### src/rtl/pl_adc_stream_if.sv
// Valid/ready beat stream with frame-end marker, from the ADC capture block to the PL FIFO/DMA path.
interface pl_adc_stream_if #(
    parameter int WIDTH = 32
);
    logic [WIDTH-1:0] o_Data;
    logic             o_Valid;
    logic             o_Last;
    logic             i_Ready;

    modport master (output o_Data, output o_Valid, output o_Last, input i_Ready);
    modport slave  (input o_Data, input o_Valid, input o_Last, output i_Ready);
endinterface

### src/rtl/pl_adc_stream.sv
// Multichannel CMOS ADC capture: test patterns, integer decimation and framed valid/ready output
// with a sticky overflow flag for beats dropped under backpressure.
module pl_adc_stream #(
    parameter int                DATA_W    = 12,
    parameter int                OUT_W     = 16,
    parameter int                NUM_CH    = 2,
    parameter logic [DATA_W-1:0] CONST_PAT = 12'h929
) (
    input  logic                     i_CMOS_Clk,
    input  logic                     i_Reset,
    input  logic [NUM_CH*DATA_W-1:0] i_CMOS_Data,
    input  logic                     i_ADC_Work,
    input  logic [31:0]              i_Count,
    input  logic [7:0]               i_Decim,
    input  logic [1:0]               i_Mode,
    pl_adc_stream_if.master          o_Stream,
    output logic                     o_Busy,
    output logic                     o_Done,
    output logic                     o_Overflow
);
    typedef enum logic [1:0] {S_IDLE, S_RUN, S_DRAIN, S_DONE} state_t;

    state_t                   r_State;
    state_t                   w_NextState;
    logic [NUM_CH*DATA_W-1:0] r_Sample;
    logic [NUM_CH*OUT_W-1:0]  r_Data;
    logic [NUM_CH*OUT_W-1:0]  w_Beat;
    logic [DATA_W-1:0]        w_Val;
    logic                     r_Valid;
    logic                     r_Last;
    logic                     r_Overflow;
    logic                     r_Abort;
    logic [31:0]              r_Count;
    logic [31:0]              r_Beat;
    logic [7:0]               r_Decim;
    logic [7:0]               r_DecCnt;
    logic [7:0]               w_DecMax;
    logic [1:0]               r_Mode;
    logic                     w_Accept;
    logic                     w_Empty;
    logic                     w_Start;
    logic                     w_Due;
    logic                     w_IsLast;

    // Empty also covers a slot being handed off this cycle, so back-to-back beats never stall.
    assign w_Accept = r_Valid & o_Stream.i_Ready;
    assign w_Empty  = ~r_Valid | w_Accept;
    assign w_Start  = (r_State == S_IDLE) & i_ADC_Work;
    assign w_Due    = (r_State == S_RUN) & i_ADC_Work & (r_DecCnt == 8'd0);
    assign w_IsLast = (r_Beat == r_Count - 32'd1);
    assign w_DecMax = (r_Decim <= 8'd1) ? 8'd0 : r_Decim - 8'd1;

    assign o_Stream.o_Data  = r_Data;
    assign o_Stream.o_Valid = r_Valid;
    assign o_Stream.o_Last  = r_Last;
    assign o_Overflow       = r_Overflow;

    always_comb begin
        w_Beat = '0;
        w_Val  = '0;
        for (int k = 0; k < NUM_CH; k++) begin
            case (r_Mode)
                2'd1:    w_Val = DATA_W'(r_Beat + 32'(k));
                2'd2:    w_Val = CONST_PAT;
                default: w_Val = r_Sample[k*DATA_W +: DATA_W];
            endcase
            w_Beat[k*OUT_W +: OUT_W] = OUT_W'(w_Val) << (OUT_W - DATA_W);
        end
    end

    always_ff @(posedge i_CMOS_Clk) begin
        if (i_Reset) begin
            r_State <= S_IDLE;
        end else begin
            r_State <= w_NextState;
        end
    end

    always_comb begin
        w_NextState = r_State;
        case (r_State)
            S_IDLE: begin
                if (i_ADC_Work) begin
                    w_NextState = (i_Count == 32'd0) ? S_DONE : S_RUN;
                end
            end
            S_RUN: begin
                if (!i_ADC_Work || (w_Due && w_IsLast)) begin
                    w_NextState = S_DRAIN;
                end
            end
            S_DRAIN: begin
                if (w_Empty) begin
                    w_NextState = r_Abort ? S_IDLE : S_DONE;
                end
            end
            S_DONE: begin
                if (!i_ADC_Work) begin
                    w_NextState = S_IDLE;
                end
            end
            default: w_NextState = S_IDLE;
        endcase
    end

    always_comb begin
        o_Busy = (r_State == S_RUN) || (r_State == S_DRAIN);
        o_Done = (r_State == S_DONE);
    end

    // A due beat that finds the slot still held is dropped; if it was the final one, the held beat closes the frame.
    always_ff @(posedge i_CMOS_Clk) begin
        if (i_Reset) begin
            r_Sample   <= '0;
            r_Data     <= '0;
            r_Valid    <= 1'b0;
            r_Last     <= 1'b0;
            r_Overflow <= 1'b0;
            r_Abort    <= 1'b0;
            r_Count    <= '0;
            r_Beat     <= '0;
            r_Decim    <= '0;
            r_DecCnt   <= '0;
            r_Mode     <= '0;
        end else begin
            r_Sample <= i_CMOS_Data;
            if (w_Start) begin
                r_Count    <= i_Count;
                r_Decim    <= i_Decim;
                r_Mode     <= i_Mode;
                r_Beat     <= '0;
                r_DecCnt   <= '0;
                r_Overflow <= 1'b0;
                r_Abort    <= 1'b0;
            end
            if (r_State == S_RUN) begin
                if (!i_ADC_Work) begin
                    r_Abort <= 1'b1;
                end else begin
                    r_DecCnt <= (r_DecCnt >= w_DecMax) ? 8'd0 : r_DecCnt + 8'd1;
                end
            end
            if (w_Due) begin
                r_Beat <= r_Beat + 32'd1;
                if (w_Empty) begin
                    r_Data  <= w_Beat;
                    r_Valid <= 1'b1;
                    r_Last  <= w_IsLast;
                end else begin
                    r_Overflow <= 1'b1;
                    if (w_IsLast) begin
                        r_Last <= 1'b1;
                    end
                end
            end else if (w_Accept) begin
                r_Valid <= 1'b0;
                r_Last  <= 1'b0;
            end
        end
    end
endmodule

### src/flat_wrapper.sv
// flat-port wrapper written by rule: the top's interface ports become plain ports
module pl_adc_stream_flat 
#(
    parameter int                DATA_W    = 12,
    parameter int                OUT_W     = 16,
    parameter int                NUM_CH    = 2,
    parameter logic [DATA_W-1:0] CONST_PAT = 12'h929
)
  (i_CMOS_Clk, i_Reset, i_CMOS_Data, i_ADC_Work, i_Count, i_Decim, i_Mode, o_Busy, o_Done, o_Overflow, o_Stream_o_Data, o_Stream_o_Valid, o_Stream_o_Last, o_Stream_i_Ready);
  pl_adc_stream_if #(.WIDTH(NUM_CH*OUT_W)) o_Stream_i ();
  input  logic i_CMOS_Clk;
  input  logic i_Reset;
  input  logic [NUM_CH*DATA_W-1:0] i_CMOS_Data;
  input  logic i_ADC_Work;
  input  logic [31:0] i_Count;
  input  logic [7:0] i_Decim;
  input  logic [1:0] i_Mode;
  output logic o_Busy;
  output logic o_Done;
  output logic o_Overflow;
  output wire logic [$bits(o_Stream_i.o_Data)-1:0] o_Stream_o_Data;
  output wire logic [$bits(o_Stream_i.o_Valid)-1:0] o_Stream_o_Valid;
  output wire logic [$bits(o_Stream_i.o_Last)-1:0] o_Stream_o_Last;
  input wire logic [$bits(o_Stream_i.i_Ready)-1:0] o_Stream_i_Ready;
  assign o_Stream_o_Data = o_Stream_i.o_Data;
  assign o_Stream_o_Valid = o_Stream_i.o_Valid;
  assign o_Stream_o_Last = o_Stream_i.o_Last;
  assign o_Stream_i.i_Ready = o_Stream_i_Ready;
  pl_adc_stream #(.DATA_W(DATA_W), .OUT_W(OUT_W), .NUM_CH(NUM_CH), .CONST_PAT(CONST_PAT)) u_core (.i_CMOS_Clk(i_CMOS_Clk), .i_Reset(i_Reset), .i_CMOS_Data(i_CMOS_Data), .i_ADC_Work(i_ADC_Work), .i_Count(i_Count), .i_Decim(i_Decim), .i_Mode(i_Mode), .o_Stream(o_Stream_i), .o_Busy(o_Busy), .o_Done(o_Done), .o_Overflow(o_Overflow));
endmodule
### config.mk
export PLATFORM = sky130hd
export DESIGN_NAME = pl_adc_stream_flat
export DESIGN_NICKNAME = d
export VERILOG_FILES = /design/src/rtl/pl_adc_stream_if.sv /design/src/rtl/pl_adc_stream.sv /design/src/flat_wrapper.sv
export SDC_FILE = /design/constraint.sdc
export NUM_CORES = 1
export LEC_CHECK = 0
export ABC_CLOCK_PERIOD_IN_PS = 4000
export CORE_AREA = 2 2 147 149
export DETAILED_ROUTE_END_ITERATION = 10
export DIE_AREA = 0 0 149 151
export GPL_TIMING_DRIVEN = 0
export PLACE_DENSITY = 0.65
export SLEW_MARGIN = 20
export SYNTH_ARGS = -nofsm -noshare
export SYNTH_HDL_FRONTEND = slang
export SYNTH_SLANG_ARGS = --single-unit
### constraint.sdc
create_clock -name i_CMOS_Clk -period 4 [get_ports i_CMOS_Clk]
set_input_delay 0.8 -clock i_CMOS_Clk [delete_from_list [all_inputs] [get_ports i_CMOS_Clk]]
set_output_delay 0.8 -clock i_CMOS_Clk [all_outputs]
set_load 0.01 [all_outputs]
======== Yosys cells after proc, flatten, opt, wreduce, memory -nomap -nowiden ========
Index checks and enable logic that the tools add are counted.
word-level totals
  register bits after elaboration ......... 136
  latch bits .............................. 0
  bits in writable memories ............... 0
  ROM bits ................................ 0
  input bits .............................. 70
  memories ................................ 0
cells by class
  add/subtract/negate cells ............... 4
  $mul .................................... 0
  div/mod/pow operators ................... 0
  order comparisons ....................... 2
  equal/unequal tests ..................... 12
  shift-type cells ........................ 0
  mux-type cells .......................... 28
  bitwise operators ....................... 6
  reductions and logical operators ........ 13
operator list
  kind                                                            number
  2-to-1 mux 32 bit                                               2
  case mux 12 bit (2 select lines)                                2
  2-to-1 mux 8 bit                                                5
  adder 32 x 1 -> 32 bit, second input constant                   1
  == test 32 bit                                                  1
  logical NOT 32 bit                                              1
  subtractor 32 x 1 -> 32 bit, second input constant              1
  2-to-1 mux 1 bit                                                12
  2-to-1 mux 2 bit                                                6
  adder 8 x 1 -> 8 bit, second input constant                     1
  greater-or-equal comparator 8 bit                               1
  less-or-equal comparator 8 x 1 -> 1 bit, second input constant  1
  logical NOT 8 bit                                               1
  case mux 2 bit (4 select lines)                                 1
  subtractor 8 x 1 -> 8 bit, second input constant                1
  == test 2 bit, second input constant                            3
  != test 2 x 1 -> 1 bit, second input constant                   3
  AND reduction 2 bit                                             3
  bitwise AND 1 bit                                               4
  == test 2 x 1 -> 1 bit, second input constant                   2
  != test 2 bit, second input constant                            2
  AND reduction 4 bit                                             1
  nonzero test 2 bit                                              2
  != test 3 x 2 -> 1 bit, second input constant                   1
  6 further kinds                                                 7

======== Logic depth before layout (Yosys ltp) ========
  word-level depth ........................ 7
  gate-level depth with buffers ........... 14

======== Least setup slack after synthesis ========
Ideal clock, no wire load.
  kind .................................... flip-flop to flip-flop
  start point ............................. register u_core.r_Decim[3]
  end point ............................... register u_core.r_DecCnt[7]
  setup time .............................. 60 ps
  arrival ................................. 3377 ps
  data required time ...................... 3940 ps
  slack ................................... 563 ps
  stages on the path, launching flop included .. 14
  path buffers ............................ 0
  cells stage by stage .................... dfxtp_1 nor4_1 o211ai_1 and2_1 ha_1 nand2b_1 a21o_1 a21o_1 a21o_1 a21o_1 a2111oi_0 nor2_1 a21boi_0 a22o_1
on the way
  cells in the longest elaborated chain, start to end .. 6
  elaborated cells between the ends (all ways) .. 7
  classes of those cells .................. add/sub (1); order compare (2); mux (4)
RTL lines
  what                                                                                         RTL line              RTL
  from (decl)                                                                                  pl_adc_stream.sv:35   logic [7:0] r_Decim;
  from (signal assigned)                                                                       pl_adc_stream.sv:129  r_Decim <= i_Decim;
  subtractor 8 x 1 -> 8 bit / less-or-equal comparator 8 x 1 -> 1 bit (equally long branches)  pl_adc_stream.sv:51   assign w_DecMax = (r_Decim <= 8'd1) ? 8'd0 : r_Decim - 8'd1;
  2-to-1 mux 8 bit *                                                                           pl_adc_stream.sv:51
  greater-or-equal comparator 8 bit *                                                          pl_adc_stream.sv:140  r_DecCnt <= (r_DecCnt >= w_DecMax) ? 8'd0 : r_DecCnt + 8'd1;
  2-to-1 mux 8 bit *                                                                           pl_adc_stream.sv:140
  2-to-1 mux 8 bit *                                                                           pl_adc_stream.sv:137  if (!i_ADC_Work) begin
  2-to-1 mux 8 bit *                                                                           pl_adc_stream.sv:136  if (r_State == S_RUN) begin
  to (signal assigned)                                                                         pl_adc_stream.sv:140
  to (decl)                                                                                    pl_adc_stream.sv:36   logic [7:0] r_DecCnt;
Every way passes the cells marked *; elsewhere a longest branch is shown, timed or not.
A chain may end at the register's enable or synchronous reset.

======== Worst setup path after layout ========
  start point ............................. register u_core.r_Beat[0]
  end point ............................... register u_core.r_Beat[31]
on the way
  cells in the longest elaborated chain, start to end .. 2
RTL lines
  what                    RTL line              RTL
  from (decl)             pl_adc_stream.sv:34   logic [31:0] r_Beat;
  from (signal assigned)  pl_adc_stream.sv:144  r_Beat <= r_Beat + 32'd1;
  adder 32 x 1 -> 32 bit  --
  2-to-1 mux 32 bit       pl_adc_stream.sv:143  if (w_Due) begin
No other way between the ends.

==> qor.yml <==
global_routing:
  grt-ovfl-total: 0
  antenna_found_initial: 0
  grt-busiest-layer: "met2"
  grt_max_degree: 17
  grt_pass1_wl_um: 32800
  first_global_vias: 6377
  use_met2_pct: 30.2
  use_met3_pct: 4.37
  gr-usage-met1_pct: 24.1
  track_usage_pct: 18.4
worst_setup_path:
  crit_chain: "nand3_1, nor3_1, and3_1, clkbuf_1, nand2_1, nor3_1, nand4_1, nor3_1, mux2_2, nor2_1"
  critPathMaxFanout: 9
  cp-start-kind: "register"
  cp_top_family: "simple AND/OR/NAND/NOR gates"
  cpMaxStageDelayCell: "nor3_1"
  path_depth: 10
  worstReg2RegEnd: "u_core.r_Beat[31]$_SDFFE_PP0P_"
  reg2reg_from: "u_core.r_Beat[0]$_SDFFE_PP0P_"
  crit_buf_inv: 1
  crit_top_cell: "nor3_1"
  cp_slowest_stage_delay_ns: 0.72
  worst-endpoint-arrival_ns: 4.00
  cp.required_ns: 4.37
  endpoint_kind: "register"
  crit_type: "register to register"
  r2r_cells: 10
  regToRegSetupSlack_ns: 0.37
pwr:
  power_density_nw_per_um2: 565
  p_leak_uw: 0.00343
  peakVddDrop_mv: 0.292
drt:
  ant_nets: 0
  drc_errors: 0
  wl_per_cell_um: 15.1
  drtPass1Iterations: 5
  vias_per_cell: 5.09
  drtIter0Drc: 424
  vias: 6693
  routed_wl_um: 19900
floorplan:
  dieArea_um2: 22500
  rows: 53
  dieHeight_um: 151
  io_pins: 107
  coreArea_um2: 20800
  die_w_um: 149
  start_util_pct: 34.4
logic_synthesis:
  synth_compound_area_share_pct: 18.1
  synth_seq_area_share_pct: 38.0
  synth_top_flop_cell: "dfxtp_1"
  synthMuxAreaShare_pct: 1.61
  synth-xor-area-share_pct: 6.97
  synth_edf_count: 0
  ys_warn_count: 0
  avgSynthCellArea_um2: 7.93
  async_reset_ff_share_pct: 0
  ys_seq_elements: 136
  ys_types: 59
  synth_top_family_by_area: "simple AND/OR/NAND/NOR gates"
  syn-instance-count: 903
  syn_area_um2: 7160
  yosys.area_share.simple_pct: 26.7
  synth_fa_ha_area_share_pct: 3.49
cts:
  cts.clk_slew.worst_paths_ns: 0.07
  cts_max_level: 4
  clockBufferDepth: 2
  cts_resized: 1
  clock_latency_ns: 0.43
  root_buffer: "clkbuf_16"
  cts_setup_buffers: 0
  postCtsHoldBufs: 0
  cts_made_buffers: 17
  tritoncts: "built"
  cts.sinks: 136
status:
  status: "complete, no violations"
finish:
  layout.nets: 1116
  fill_cells: 2106
  fin_cells: 1314
  layout_common_cells: "dfxtp_1 (136), nand2_1 (125), clkdlybuf4s50_1 (97), a21oi_1 (89), nor2_1 (76)"
  final_common_cell: "dfxtp_1"
  seq_area_um2: 2720
  drive_gt1_share_pct: 5.49
  diodes: 0
  area.growth.synth_to_final_pct: 26.6
  multi_input_area_um2: 4100
placement:
  io_buffers: 97
  dp_hpwl_um: 15200
  dp_cells: 1282
  routabilityCongestion: 0.868
  preCtsSetupSlack_ns: -0.0438
job:
  maxCapViolCount: 0
timing:
  fin_crit_sh_pct: 90.8
  slew_violations: 0
  rsz0062_at_grt: "false"
  tightest_slew_ns: 1.09
  period_needed_ns: 3.63
  final.setup.worst_slack_ns: 0.368
  relSlewSlack_pct: 27.0
  fmax_ghz: 0.275
  finClkSkew_ns: 0.00777
  finalHoldViolations: 0
  setup_viol: 0
min_path:
  hold_depth: 2
  min_from: "u_core.r_Decim[1]$_SDFFE_PP0P_"
  hold_end: "u_core.r_Decim[1]$_SDFFE_PP0P_"
  min_path_type: "register to register"
==> registers in the layout, indices dropped and copies added, names as in the netlist <==
| name | cells |
|---|---|
| u_core.o_Overflow | 1 |
| u_core.o_Stream.o_Data | 24 |
| u_core.o_Stream.o_Last | 1 |
| u_core.o_Stream.o_Valid | 1 |
| u_core.r_Abort | 1 |
| u_core.r_Beat | 32 |
| u_core.r_Count | 32 |
| u_core.r_DecCnt | 8 |
| u_core.r_Decim | 8 |
| u_core.r_Mode | 2 |
| u_core.r_Sample | 24 |
| u_core.r_State | 2 |
==> synth_stat cells (all sizes together), types with 3 or more instances <==
master | number | area (µm²)
a22oi | 8 | 60.1
nand4 | 15 | 93.8
or4 | 7 | 56.3
ha | 20 | 250
nand3b | 5 | 37.5
nor2b | 33 | 206
buf | 16 | 106
a22o | 5 | 43.8
and2 | 5 | 31.3
o31ai | 3 | 22.5
a21oi | 89 | 445
a21o | 5 | 37.5
mux2 | 4 | 45.0
a211oi | 25 | 188
nor2 | 76 | 285
o21a | 5 | 37.5
a31oi | 7 | 43.8
nand2b | 6 | 37.5
xnor2 | 22 | 193
a221oi | 4 | 35.0
nor3 | 22 | 110
xor2 | 35 | 307
o211ai | 11 | 82.6
clkbuf | 50 | 188
nor4 | 17 | 128
and3 | 25 | 156
or2 | 3 | 21.3
dfxtp | 136 | 2720
nand3 | 24 | 120
or3 | 15 | 93.8
o21ai | 28 | 140
nor3b | 5 | 37.5
nand2 | 125 | 469
inv | 20 | 75.1
mux2i | 7 | 70.1
==> metal layers <==
metal  vias up  part of all wire [%]
met5         -                     0
met4         0                   1.4
met3        26                   5.7
met2       162                    45
met1      3093                    47
li1       3412                     -
==> worst max path at each step <==
| stage | slack, ns | to | start |
|---|---|---|---|
| 2_1_floorplan | 0.56 | u_core.r_DecCnt[7]$_SDFF_PP0_ | u_core.r_Decim[3]$_SDFFE_PP0P_ |
| 3_3_place_gp | 0.01 | u_core.r_DecCnt[3]$_SDFF_PP0_ | u_core.r_Decim[3]$_SDFFE_PP0P_ |
| 3_5_place_dp | -0.04 | u_core.r_DecCnt[3]$_SDFF_PP0_ | u_core.r_Decim[3]$_SDFFE_PP0P_ |
| 4_1_cts | 0.11 | u_core.r_DecCnt[5]$_SDFF_PP0_ | u_core.r_Decim[3]$_SDFFE_PP0P_ |
| 5_1_grt | 0.07 | u_core.r_DecCnt[6]$_SDFF_PP0_ | u_core.r_Decim[3]$_SDFFE_PP0P_ |
| 6_report | 0.37 | u_core.r_Beat[31]$_SDFFE_PP0P_ | u_core.r_Beat[0]$_SDFFE_PP0P_ |
==> logic make-up (layout without fill, tap and decap cells) <==
family | Yosys count | in the layout
other cells | 1 | 8
simple gates | 386 | 386
compound gates | 206 | 206
flops | 136 | 136
mux | 11 | 11
buf+inv | 86 | 215
xor+xnor | 57 | 57
fa+ha+maj | 20 | 20
==> tightest hold or removal path: stages, from the launching register on <==
cell	delay [ns]
dfxtp_1	0.32
nand2_1	0.06
a21oi_1	0.05
==> area by class of cell <==
cell class	instances	share of cell area, %
plain buffers	66	3.24
clock buffers	17	4.69
clock inverters	15	1.48
inverters	20	0.828
multi-input cells	688	45.2
flip-flops and latches	136	30.0
well taps	275	3.79
repair buffers	97	10.7
==> through the flow <==
stage / power [µW] / cell area, µm² / setup TNS (ns) / hold WS (ns) / util (%)
after global placement: 3620 / 8510 / 0 / 0.464 / 40.8
after detailed placement: 3640 / 8510 / -0.200 / 0.471 / 40.8
after CTS: 5140 / 9060 / 0 / 0.480 / 43.5
after global routing: 5470 / 9070 / 0 / 0.506 / 43.6
final: 5130 / 9070 / 0 / 0.480 / 43.6
after floorplan: 3040 / 7190 / 0 / 0.448 / -
==> where the power goes <==
part           total (µW)  switching (µW)  leakage (µW)  internal (µW)
combinational        1910            1080       0.00204            829
clock                1500             681      0.000275            816
sequential           1720             177       0.00111           1540
Power figures use the tool's default switching activity.
